$ cat src/rtl/mm_sched_pkg.sv
// Shared types and constants for the Montgomery-multiplier job scheduler.
package mm_sched_pkg;

  typedef enum logic [2:0] {
    IDLE,
    LAUNCH,
    RUN,
    ABORT,
    RETIRE
  } state_t;

  localparam int unsigned ABORT_RESET_CYCLES = 2;

  function automatic int unsigned ptr_width(input int unsigned depth);
    return (depth > 1) ? $clog2(depth) : 1;
  endfunction

endpackage

$ cat src/rtl/mm_job_fifo.sv
// Job-address FIFO: registered occupancy count drives the full/empty flags.
module mm_job_fifo
  import mm_sched_pkg::*;
#(
  parameter int unsigned DEPTH = 4,
  parameter int unsigned WIDTH = 32
) (
  input  logic             i_clk,
  input  logic             i_rst,
  input  logic             i_push,
  input  logic [WIDTH-1:0] i_data,
  input  logic             i_pop,
  output logic [WIDTH-1:0] o_data,
  output logic             o_full,
  output logic             o_empty
);

  localparam int unsigned PW = ptr_width(DEPTH);

  logic [WIDTH-1:0] r_mem [DEPTH];
  logic [PW-1:0]    r_wr_ptr;
  logic [PW-1:0]    r_rd_ptr;
  logic [PW:0]      r_count;
  logic             w_push;
  logic             w_pop;

  assign w_push  = i_push & ~o_full;
  assign w_pop   = i_pop & ~o_empty;
  assign o_data  = r_mem[r_rd_ptr];
  assign o_full  = (r_count == (PW+1)'(DEPTH));
  assign o_empty = (r_count == '0);

  // Depth is a power of two, so the pointers wrap on natural overflow.
  always_ff @(posedge i_clk or posedge i_rst) begin
    if (i_rst) begin
      r_mem    <= '{default: '0};
      r_wr_ptr <= '0;
      r_rd_ptr <= '0;
      r_count  <= '0;
    end else begin
      if (w_push) begin
        r_mem[r_wr_ptr] <= i_data;
        r_wr_ptr        <= r_wr_ptr + 1'b1;
      end
      if (w_pop) begin
        r_rd_ptr <= r_rd_ptr + 1'b1;
      end
      case ({w_push, w_pop})
        2'b10:   r_count <= r_count + 1'b1;
        2'b01:   r_count <= r_count - 1'b1;
        default: r_count <= r_count;
      endcase
    end
  end

endmodule

$ cat src/rtl/mm_job_scheduler.sv
// Sequences queued jobs onto the Montgomery core: launch, wait for done edge
// or watchdog abort, then retire with cycle count and sticky interrupt.
module mm_job_scheduler
  import mm_sched_pkg::*;
#(
  parameter int unsigned FIFO_DEPTH     = 4,
  parameter int unsigned ADDR_WIDTH     = 32,
  parameter int unsigned CNT_WIDTH      = 16,
  parameter int unsigned TIMEOUT_CYCLES = 65535
) (
  input  logic                  clock_i,
  input  logic                  reset_i,
  input  logic                  job_valid_i,
  input  logic [ADDR_WIDTH-1:0] job_base_i,
  output logic                  job_ready_o,
  output logic                  core_start_o,
  output logic [ADDR_WIDTH-1:0] core_base_o,
  output logic                  core_reset_o,
  input  logic                  core_done_i,
  output logic                  result_valid_o,
  output logic [ADDR_WIDTH-1:0] result_base_o,
  output logic [CNT_WIDTH-1:0]  result_cycles_o,
  output logic                  result_err_o,
  output logic                  irq_o,
  input  logic                  irq_ack_i,
  output logic                  busy_o,
  output logic [CNT_WIDTH-1:0]  jobs_done_o
);

  localparam logic [CNT_WIDTH-1:0] TIMEOUT_LAST = CNT_WIDTH'(TIMEOUT_CYCLES - 1);
  localparam logic [1:0]           ABORT_LAST   = 2'(ABORT_RESET_CYCLES - 1);

  state_t                r_state;
  state_t                w_next;
  logic                  r_ready_en;
  logic                  r_done_q;
  logic                  w_done_edge;
  logic                  w_full;
  logic                  w_empty;
  logic                  w_push;
  logic                  w_pop;
  logic [ADDR_WIDTH-1:0] w_fifo_data;
  logic [ADDR_WIDTH-1:0] r_core_base;
  logic [ADDR_WIDTH-1:0] r_result_base;
  logic [CNT_WIDTH-1:0]  r_cycles;
  logic [CNT_WIDTH-1:0]  w_cycles_next;
  logic [CNT_WIDTH-1:0]  r_result_cycles;
  logic [CNT_WIDTH-1:0]  r_jobs_done;
  logic [1:0]            r_abort_cnt;
  logic                  r_result_err;
  logic                  r_irq;

  // Ready is held low until the first clock after reset release.
  assign job_ready_o     = r_ready_en & ~w_full;
  assign w_push          = job_valid_i & job_ready_o;
  assign w_pop           = (r_state == IDLE) & ~w_empty;
  assign w_done_edge     = core_done_i & ~r_done_q;
  assign core_base_o     = r_core_base;
  assign result_base_o   = r_result_base;
  assign result_cycles_o = r_result_cycles;
  assign result_err_o    = r_result_err;
  assign irq_o           = r_irq;
  assign jobs_done_o     = r_jobs_done;
  assign busy_o          = (r_state != IDLE) | ~w_empty;

  mm_job_fifo #(
    .DEPTH(FIFO_DEPTH),
    .WIDTH(ADDR_WIDTH)
  ) u_fifo (
    .i_clk  (clock_i),
    .i_rst  (reset_i),
    .i_push (w_push),
    .i_data (job_base_i),
    .i_pop  (w_pop),
    .o_data (w_fifo_data),
    .o_full (w_full),
    .o_empty(w_empty)
  );

  always_comb begin
    w_next         = r_state;
    w_cycles_next  = r_cycles;
    core_start_o   = 1'b0;
    core_reset_o   = 1'b0;
    result_valid_o = 1'b0;
    case (r_state)
      IDLE: begin
        if (!w_empty) w_next = LAUNCH;
      end
      LAUNCH: begin
        core_start_o  = 1'b1;
        w_cycles_next = '0;
        w_next        = RUN;
      end
      RUN: begin
        if (r_cycles != '1) w_cycles_next = r_cycles + 1'b1;
        // Done has priority over the watchdog on the same cycle.
        if (w_done_edge)                     w_next = RETIRE;
        else if (r_cycles == TIMEOUT_LAST)   w_next = ABORT;
      end
      ABORT: begin
        core_reset_o = 1'b1;
        if (r_abort_cnt == ABORT_LAST) w_next = RETIRE;
      end
      RETIRE: begin
        result_valid_o = 1'b1;
        w_next         = IDLE;
      end
      default: w_next = IDLE;
    endcase
  end

  always_ff @(posedge clock_i or posedge reset_i) begin
    if (reset_i) begin
      r_state         <= IDLE;
      r_ready_en      <= 1'b0;
      r_done_q        <= 1'b0;
      r_core_base     <= '0;
      r_result_base   <= '0;
      r_cycles        <= '0;
      r_result_cycles <= '0;
      r_jobs_done     <= '0;
      r_abort_cnt     <= '0;
      r_result_err    <= 1'b0;
      r_irq           <= 1'b0;
    end else begin
      r_state     <= w_next;
      r_ready_en  <= 1'b1;
      r_done_q    <= core_done_i;
      r_cycles    <= w_cycles_next;
      r_abort_cnt <= (r_state == ABORT) ? r_abort_cnt + 1'b1 : '0;
      if (w_pop) r_core_base <= w_fifo_data;
      if (w_next == RETIRE) begin
        r_result_base   <= r_core_base;
        r_result_cycles <= w_cycles_next;
        r_result_err    <= (r_state == ABORT);
      end
      if (r_state == RETIRE)  r_irq <= 1'b1;
      else if (irq_ack_i)     r_irq <= 1'b0;
      if (r_state == RETIRE && !r_result_err) r_jobs_done <= r_jobs_done + 1'b1;
    end
  end

endmodule

$ cat config.mk
export PLATFORM = sky130hd
export DESIGN_NAME = mm_job_scheduler
export DESIGN_NICKNAME = d
export VERILOG_FILES = /design/src/rtl/mm_sched_pkg.sv /design/src/rtl/mm_job_fifo.sv /design/src/rtl/mm_job_scheduler.sv
export SDC_FILE = /design/constraint.sdc
export NUM_CORES = 1
export LEC_CHECK = 0
export BUFFER_PORTS_ARGS = -buffer_cell sky130_fd_sc_hd__buf_2
export CORE_MARGIN = 4
export CORE_UTILIZATION = 45
export DETAILED_ROUTE_END_ITERATION = 12
export PLACE_DENSITY = 0.76
export SLEW_MARGIN = 0
export SYNTH_ARGS = -nofsm -noshare
export SYNTH_HDL_FRONTEND = slang
export SYNTH_SLANG_ARGS = --single-unit
$ cat constraint.sdc
create_clock -name clock_i -period 7.4 [get_ports clock_i]
set_input_delay 0.37 -clock clock_i [delete_from_list [all_inputs] [get_ports clock_i]]
set_output_delay 0.37 -clock clock_i [all_outputs]
set_load 0.05 [all_outputs]
== Word-level counts from Yosys, hierarchy flattened ==
Index checks and enable logic that the tools add are counted.

* Reduce and logical (&&, ||, !) cells: 8
* Add/sub/neg operators: 7
* $lt $le $gt $ge: 3
* Muxes and demuxes: 20
* Equal/unequal tests: 11
* Bitwise gates (word level): 12

{| class="wikitable"
|+ Operators with widths
! cell !! number
|-
| $bwmux 128 || 1
|-
| $mux 32 || 3
|-
| $bmux 32 s2 || 1
|-
| $demux 32 s2 || 1
|-
| $add 16x1->16 const B || 2
|-
| $pmux 16 s2 || 1
|-
| $eq 16x16->1 const B || 1
|-
| $mux 16 || 1
|-
| $ne 16x16->1 const B || 1
|-
| $mux 3 || 4
|-
| $pmux 3 s4 || 1
|-
| $eq 3x3->1 const B || 3
|-
| $add 2x1->2 const B || 3
|-
| $and 1x1->1 || 6
|-
| $eq 3x2->1 const B || 2
|-
| $ge 3x3->1 const B || 2
|-
| $logic_not 3->1 || 2
|-
| $not 2->3 || 2
|-
| $pmux 3 s2 || 1
|-
| $mux 1 || 5
|-
| $eq 2x1->1 const B || 2
|-
| $reduce_bool 2->1 || 2
|-
| $add 3x1->3 const B || 1
|-
| $eq 3x1->1 const B || 1
|-
| other kinds (9) || 12
|}

* Register bits: 256
* Output and inout bits: 103
* Logic and storage cells: 79
* Input bits: 37

== Depth between registers and ports, before layout ==
Gate-level depths: netlist (run 1).

* Word-level depth: 7
* Depth in mapped cells: 10
* Mapped depth without buffers: 9

== Cells and area by module ==
A second synthesis (run 1) with hierarchy kept.

* Cells, all modules: 833
* Area, all modules: 11145.7 um2

{| class="wikitable"
|+ Modules (own cells, without submodules)
! module !! seq. area each (um2) !! times used !! area an instance (um2) !! cells each
|-
| mm_job_fifo || 3378.2 || 1 || 5967.0 || 349
|-
| mm_job_scheduler || 3027.9 || 1 || 5178.7 || 484
|}

== Worst setup path after synthesis (run 1) ==
OpenSTA, ideal clock, no wires.

* Path kind: register to register
* Start: register r_state[0]
* End: register u_fifo.r_count[2]
* Arrival: 2.260 ns
* Clock period less this slack: 2.340 ns
* Cell stages (with the launch flop): 10
* Required time: 7.320 ns
* Path slack: 5.060 ns
* Cells stage by stage: dfrtp_1 -> buf_2 -> nor4_4 -> buf_2 -> ha_1 -> inv_1 -> fa_1 -> xor2_1 -> nor2_1 -> xnor2_1

* Cells in the longest elaborated chain, start to end: 5
* Elaborated cells between the ends (all ways): 7
* Classes of those cells: eq/ne: 2; mux: 1; bitwise: 2; reduce/logical: 2

{| class="wikitable"
|+ RTL lines
! element !! line !! text
|-
| start, declared || mm_job_scheduler.sv:33 || <nowiki>state_t r_state;</nowiki>
|-
| start signal, assigned || mm_job_scheduler.sv:127 || <nowiki>r_state <= w_next;</nowiki>
|-
| $logic_not 3->1 * || mm_job_scheduler.sv:56 || <nowiki>assign w_pop = (r_state == IDLE) & ~w_empty;</nowiki>
|-
| $and 1x1->1 * || mm_job_scheduler.sv:56 ||
|-
| via u_fifo.i_pop || mm_job_fifo.sv:12 || <nowiki>input logic i_pop,</nowiki>
|-
| $and 1x1->1 * || mm_job_fifo.sv:28 || <nowiki>assign w_pop = i_pop & ~o_empty;</nowiki>
|-
| $eq 2x1->1 or $eq 2x2->1 (tied branches) || mm_job_fifo.sv:48 || <nowiki>case ({w_push, w_pop})</nowiki>
|-
| $pmux 3 s2 or $reduce_bool 2->1 (tied branches) || n/a ||
|-
| end signal, assigned || mm_job_fifo.sv:49 || <nowiki>2'b10: r_count <= r_count + 1'b1;</nowiki>
|-
| end signal, assigned || mm_job_fifo.sv:50 || <nowiki>2'b01: r_count <= r_count - 1'b1;</nowiki>
|-
| end signal, assigned || mm_job_fifo.sv:51 || <nowiki>default: r_count <= r_count;</nowiki>
|-
| end, declared || mm_job_fifo.sv:23 || <nowiki>logic [PW:0] r_count;</nowiki>
|}

The timed path passes the listed nets; every way through them passes the cells marked *.
A chain may end at the register's enable or synchronous reset.

== Worst setup path in the final report (run 1) ==
* Start: register r_state[0]
* End: register u_fifo.r_count[2]

* Cells in the longest elaborated chain, start to end: 5
* Elaborated cells between the ends (all ways): 7
* Classes of those cells: eq/ne: 2; mux: 1; bitwise: 2; reduce/logical: 2

{| class="wikitable"
|+ RTL lines
! element !! line
|-
| $logic_not 3->1 * || mm_job_scheduler.sv:56
|-
| $and 1x1->1 * || mm_job_scheduler.sv:56
|-
| $and 1x1->1 * || mm_job_fifo.sv:28
|-
| $eq 2x1->1 or $eq 2x2->1 (tied branches) || mm_job_fifo.sv:48
|-
| $pmux 3 s2 or $reduce_bool 2->1 (tied branches) || n/a
|}

Mark *: on every way between the ends. The rest lies on a longest branch, timed or not.

==> results.toml, run 1 <==
[logic_synthesis]
synthArstFlopShare_pct = 100.0
synth_warnings = 0
syn_area_um2 = 11160
synth_cells = 836
yosys-top-cells-area = "dfrtp_1 (57%), mux2_2 (16%), mux4_2 (6.5%), nand2_1 (4.3%), buf_2 (1.3%)"
synthFlopType = "dfrtp_1"
synth-seq-cells = 256
yosysTopAreaCellShare_pct = 57.42
synth_edf_count = 0
yosysTopAreaCell = "dfrtp_1"
syn_area_per_cell_um2 = 13.34
ys_seq_area_share_pct = 57.42
ys_types = 62
synth_fp_nets = 883

[global_routing]
grt_busiest_layer = "met2"
grt_pass1_vias = 7203
grtUsageMet3_pct = 3.127
antenna_found_initial = 2
grt_pass1_wl_mm = 38.27
grt_use_met1_pct = 24.60
grt_max_degree = 177
grt_overflow = 0
grtUsageTotal_pct = 17.48
grt_use_met2_pct = 28.21

[timing]
fin_skew_ps = 13.50
tightest_slew_ps = 1062
hold_viol_final = 0
setup_violations = 0
rsz0062_at_grt = "no"
period_minus_slack_ps = 2561
maxSlewHeadroom_pct = 29.06
max_freq_mhz = 390.5
slew_viol_final = 0
period_share_pct = 34.60
setup_tns_ps = 0

[critical_path]
setup.worst_path.start = "r_state[0]"
cp.required_ps = 7860
crit_arrival_ps = 3020
rr_startpoint = "r_state[0]"
path_max_fanout = 36
cp-end-kind = "flop"
start_kind = "flop"
reg2reg_depth = 8
crit_type = "flop to flop"
r2r_slack_ps = 4840
r2r_end = "u_fifo.r_count[2]"

[status]
status = "completed"

[clock_tree]
cts_tree = "built"
cts_resized = 0
clk_pin_slew_ps = 60
clock_sinks = 256
htree_levels = 1
worst_skew_pair.late_latency_ps = 540
numCtsBuffers = 27
hold_buffers = 1
postCtsSetupBuffers = 0
cts-root-buf = "clkbuf_16"
clockBufferDepth = 3

[drt]
firstDrtPassIters = 4
initialDrtViolationCount = 484
via_per_inst = 5.350
finalWirelength_mm = 23.56
num_vias = 7024
ant_nets = 0
wl_per_cell_um = 17.94
drc_errors = 0

[die]
ioPinCount = 140
core_um2 = 24320
chipWidth_um = 165.5
start_util_pct = 45.87
die_h_um = 165.5
die_area_um2 = 27370
row_count = 57

[flow_run]
drv_cap = 0

[hold_path]
hold_class = "primary input to async pin"

[power_and_ir_drop]
powerDensity_nw_per_um2 = 481.2
leakage_nw = 6.117
vdd.ir_drop.worst_mv = 0.3415

[place]
gp_congestion = 0.8194
io_buffers = 139
dp_hpwl_mm = 14.95

[finish]
fillers = 2016
layout-drive-gt1-share_pct = 41.60
nets = 1016
syn2layout_area_growth_pct = 16.57
final_util_pct = 53.47
## cell usage after synthesis (all sizes together) (2+ instances only)
library cell  instances
a21oi                 4
dfrtp               256
ha                    9
a31oi                13
nor3                  8
o21ai                18
nand4                13
nor4                  4
xnor2                14
nand2b                2
nand2               128
or4                   2
clkbuf               11
mux2                161
xor2                  7
and3                  9
inv                  19
nor2                 25
and2                  3
mux2i                 5
and4                  5
a31o                  2
nand3b                2
mux4                 32
o31ai                 6
nand3                14
nor3b                 4
o211ai                7
buf                  32
or3                   6
## layer usage
metal | wire, um | vias to the layer above
li1 | - | 3242
met1 | 10530 | 3560
met2 | 11190 | 172
met3 | 1246 | 48
met4 | 580 | 2
met5 | 13 | -
## through the flow
step	worst slack, ps	total power [mW]	std cells	instance area, um2	hold slack (ps)
3_3_place_gp	4873	4.930	1263	12130	420.3
3_5_place_dp	4849	5.006	1263	12130	432.7
6_report	4839	6.257	1313	13000	101.4
4_1_cts	4833	6.324	1312	13000	72.34
2_1_floorplan	3658	4.402	836	11160	401.4
5_1_grt	4684	6.617	1313	13000	85.19
## critical path: stages, from the launching register on
cell     delay (ps)
dfrtp_1         520
nor4_4          330
buf_4           510
ha_1            290
inv_1            70
fa_1            370
xor2_1          150
nor2_1          110
xnor2_1         120
## worst max path at each step
stage / endpoint / cells after the start
after floorplan: core_base_o[0] / 1
after global placement: u_fifo.r_count[2] / 8
after detailed placement: u_fifo.r_count[2] / 8
after CTS: u_fifo.r_count[2] / 8
after global routing: u_fifo.r_count[2] / 8
final: u_fifo.r_count[2] / 8
## logic make-up after synthesis
| kind of cell | Yosys count | synth area share, % |
|---|---|---|
| flip-flops | 256 | 57.42 |
| AND/OR/NAND/NOR | 230 | 10.57 |
| multiplexers | 198 | 23.16 |
| buffers and inverters | 62 | 2.568 |
| AO/OA/AOI/OAI | 58 | 3.410 |
| XOR/XNOR | 21 | 1.649 |
| adder cells (fa/ha/maj) | 10 | 1.189 |
| other | 1 | 0.03362 |
## cell type report
type | instances | area (um2) | share of cell area (%)
clock buffer | 39 | 790.8 | 6.081
sequential | 256 | 6407 | 49.27
multi-input combinational | 518 | 4484 | 34.48
clock inverter | 9 | 67.56 | 0.5196
inverter | 19 | 75.07 | 0.5773
tap | 324 | 405.4 | 3.117
antenna | 1 | 2.502 | 0.01924
timing repair buffer | 147 | 770.7 | 5.927
## state kept, by name, summed over array words and instances (netlist names), 2 cells and up
| register | cells |
|---|---|
| u_fifo.r_count | 3 |
| result_base_o | 32 |
| r_state | 3 |
| u_fifo.r_mem | 128 |
| core_base_o | 32 |
| result_cycles_o | 16 |
| r_abort_cnt | 2 |
| u_fifo.r_wr_ptr | 2 |
| u_fifo.r_rd_ptr | 2 |
| jobs_done_o | 16 |
| r_cycles | 16 |
## power by group
part	total, mW	internal [mW]	switching (mW)
clock network	1.30	0.745	0.551
logic	2.56	1.04	1.52
registers	2.41	2.01	0.394
total	6.26	3.80	2.46
## cell usage in the layout (no fill, tap or decap), types with 10 or more instances in the layout
master / instances
nor2_1: 25
xnor2_1: 14
a31oi_1: 13
mux2_2: 161
nand3_1: 13
clkbuf_16: 27
o21ai_0: 15
nand2_1: 124
mux4_2: 32
nand4_1: 10
inv_1: 17
dfrtp_1: 255
buf_2: 139
Power figures use the tool's default switching activity.
==> run 2, diff against run 1 <==
Clock period 7.4 ns to 2.3 ns, I/O delays scaled along.
==> results.toml, run 2 (same netlist as run 1, synthesis figures left out) <==
[finish]
layout-drive-gt1-share_pct = 40.54
largest_register = "u_fifo.r_mem"
syn2layout_area_growth_pct = 21.88
nets = 1073
largest_register_ffs = 128
fillers = 2016
design_area_um2 = 13600
final_common_cell = "dfrtp_1"
final_cell_mix = "dfrtp_1 (255), mux2_2 (161), buf_2 (139)"

[drt]
wl_met2_mm = 11.86
wl_per_cell_um = 17.75
num_vias = 7215
initialDrtViolationCount = 395
drc_errors = 0
ant_nets = 0
firstDrtPassIters = 4
via_per_inst = 5.278
finalWirelength_mm = 24.27
met1_length_mm = 10.87
top_layer = "met4"
met3_length_mm = 1.170

[die]
die_area_um2 = 27370
die_h_um = 165.5
row_count = 57
chipWidth_um = 165.5
core_um2 = 24320
ioPinCount = 140
start_util_pct = 45.87

[critical_path]
setup.worst_path.start = "u_fifo.r_count[0]"
reg2reg_depth = 8
r2r_end = "u_fifo.r_count[2]"
rr_startpoint = "u_fifo.r_count[0]"
r2r_slack_ps = 180
path_max_fanout = 8
crit_end = "u_fifo.r_count[2]"
start_kind = "flop"
crit_type = "flop to flop"
cp.required_ps = 2740
cp-end-kind = "flop"
crit_arrival_ps = 2560

[timing]
period_minus_slack_ps = 2117
hold_viol_final = 0
setup_violations = 0
maxSlewHeadroom_pct = 62.79
rsz0062_at_grt = "no"
max_freq_mhz = 472.4
setup_tns_ps = 0
period_share_pct = 92.04
setup_slack_ps = 183.0
slew_viol_final = 0
fin_skew_ps = 11.39
tightest_slew_ps = 558.1

[place]
io_buffers = 139
dp_hpwl_mm = 16.09
gp_congestion = 0.8727
placed_cell_area_um2 = 12410
pre_cts_ws_ps = 170.6

[global_routing]
grt_max_degree = 57
grt_overflow = 0
grtUsageTotal_pct = 18.08
grt_pass1_vias = 7483
grt_pass1_wl_mm = 39.90
antenna_found_initial = 2

[clock_tree]
clock_sinks = 256
worst_skew_pair.late_latency_ps = 520
clk_pin_slew_ps = 50
numCtsBuffers = 28
cts_tree = "built"
clockBufferDepth = 3
htree_levels = 1
cts-root-buf = "clkbuf_16"

[status]
status = "completed"

[power_and_ir_drop]
vdd.ir_drop.worst_mv = 0.8699
powerDensity_nw_per_um2 = 1488
leakage_nw = 6.382
p_total_mw = 20.24

[flow_run]
drv_cap = 0

[hold_path]
hold_class = "primary input to flop"
-- run 2: report_power, final --
group | switching [mW] | internal, mW | total [mW]
Clock | 1.66 | 2.38 | 4.05
Sequential | 1.31 | 6.48 | 7.79
Combinational | 4.88 | 3.53 | 8.40
Total | 7.85 | 12.4 | 20.2
-- run 2: metal layers --
layer	up-vias	track usage, %
met5	-	0
met4	0	3.900
met3	35	2.705
met2	155	30.68
met1	3677	24.93
li1	3348	-
-- run 2: per-stage QoR --
stage	util, %	hold WS [ps]	instances
2_1_floorplan	-	146.4	836
3_3_place_gp	51.04	167.9	1285
3_5_place_dp	51.04	166.2	1285
4_1_cts	55.88	89.76	1365
5_1_grt	55.91	127.9	1367
6_report	55.91	112.8	1367
-- run 2: worst min-delay path by stage --
stage / from / endpoint / cells past startpoint
after floorplan: core_done_i / r_done_q / 0
final: job_valid_i / u_fifo.r_wr_ptr[0] / 3
after CTS: job_valid_i / u_fifo.r_wr_ptr[0] / 3
after global routing: job_valid_i / u_fifo.r_wr_ptr[0] / 3
after global placement: reset_i / result_cycles_o[5] / 2
after detailed placement: reset_i / result_cycles_o[5] / 2
-- run 2: what timing repair did --
| action | CTS | global route |
|---|---|---|
| hold endpoints to repair | 156 | 0 |
| hold buffers | 35 | 0 |
| gates resized for setup | 0 | 1 |
| setup buffers | 0 | 0 |
| setup endpoints to repair | 0 | 1 |
-- run 2: critical path: stages, from the launching register on --
cell and delay [ps]:
dfrtp_1 430, o311a_1 480, inv_1 110, ha_1 190, inv_1 60, fa_1 370, xor2_1 150, nor2_1 110
xnor2_1 130
-- run 2: cell type report --
type,count,area [um2],share of cell area (%)
Clock buffer,42,804.5,5.917
Antenna cell,2,5.005,0.03681
Timing Repair Buffer,203,1401,10.31
Sequential cell,256,6407,47.12
Tap cell,324,405.4,2.982
Clock inverter,3,21.27,0.1564
Multi-Input combinational cell,518,4477,32.93
Inverter,19,75.07,0.5521
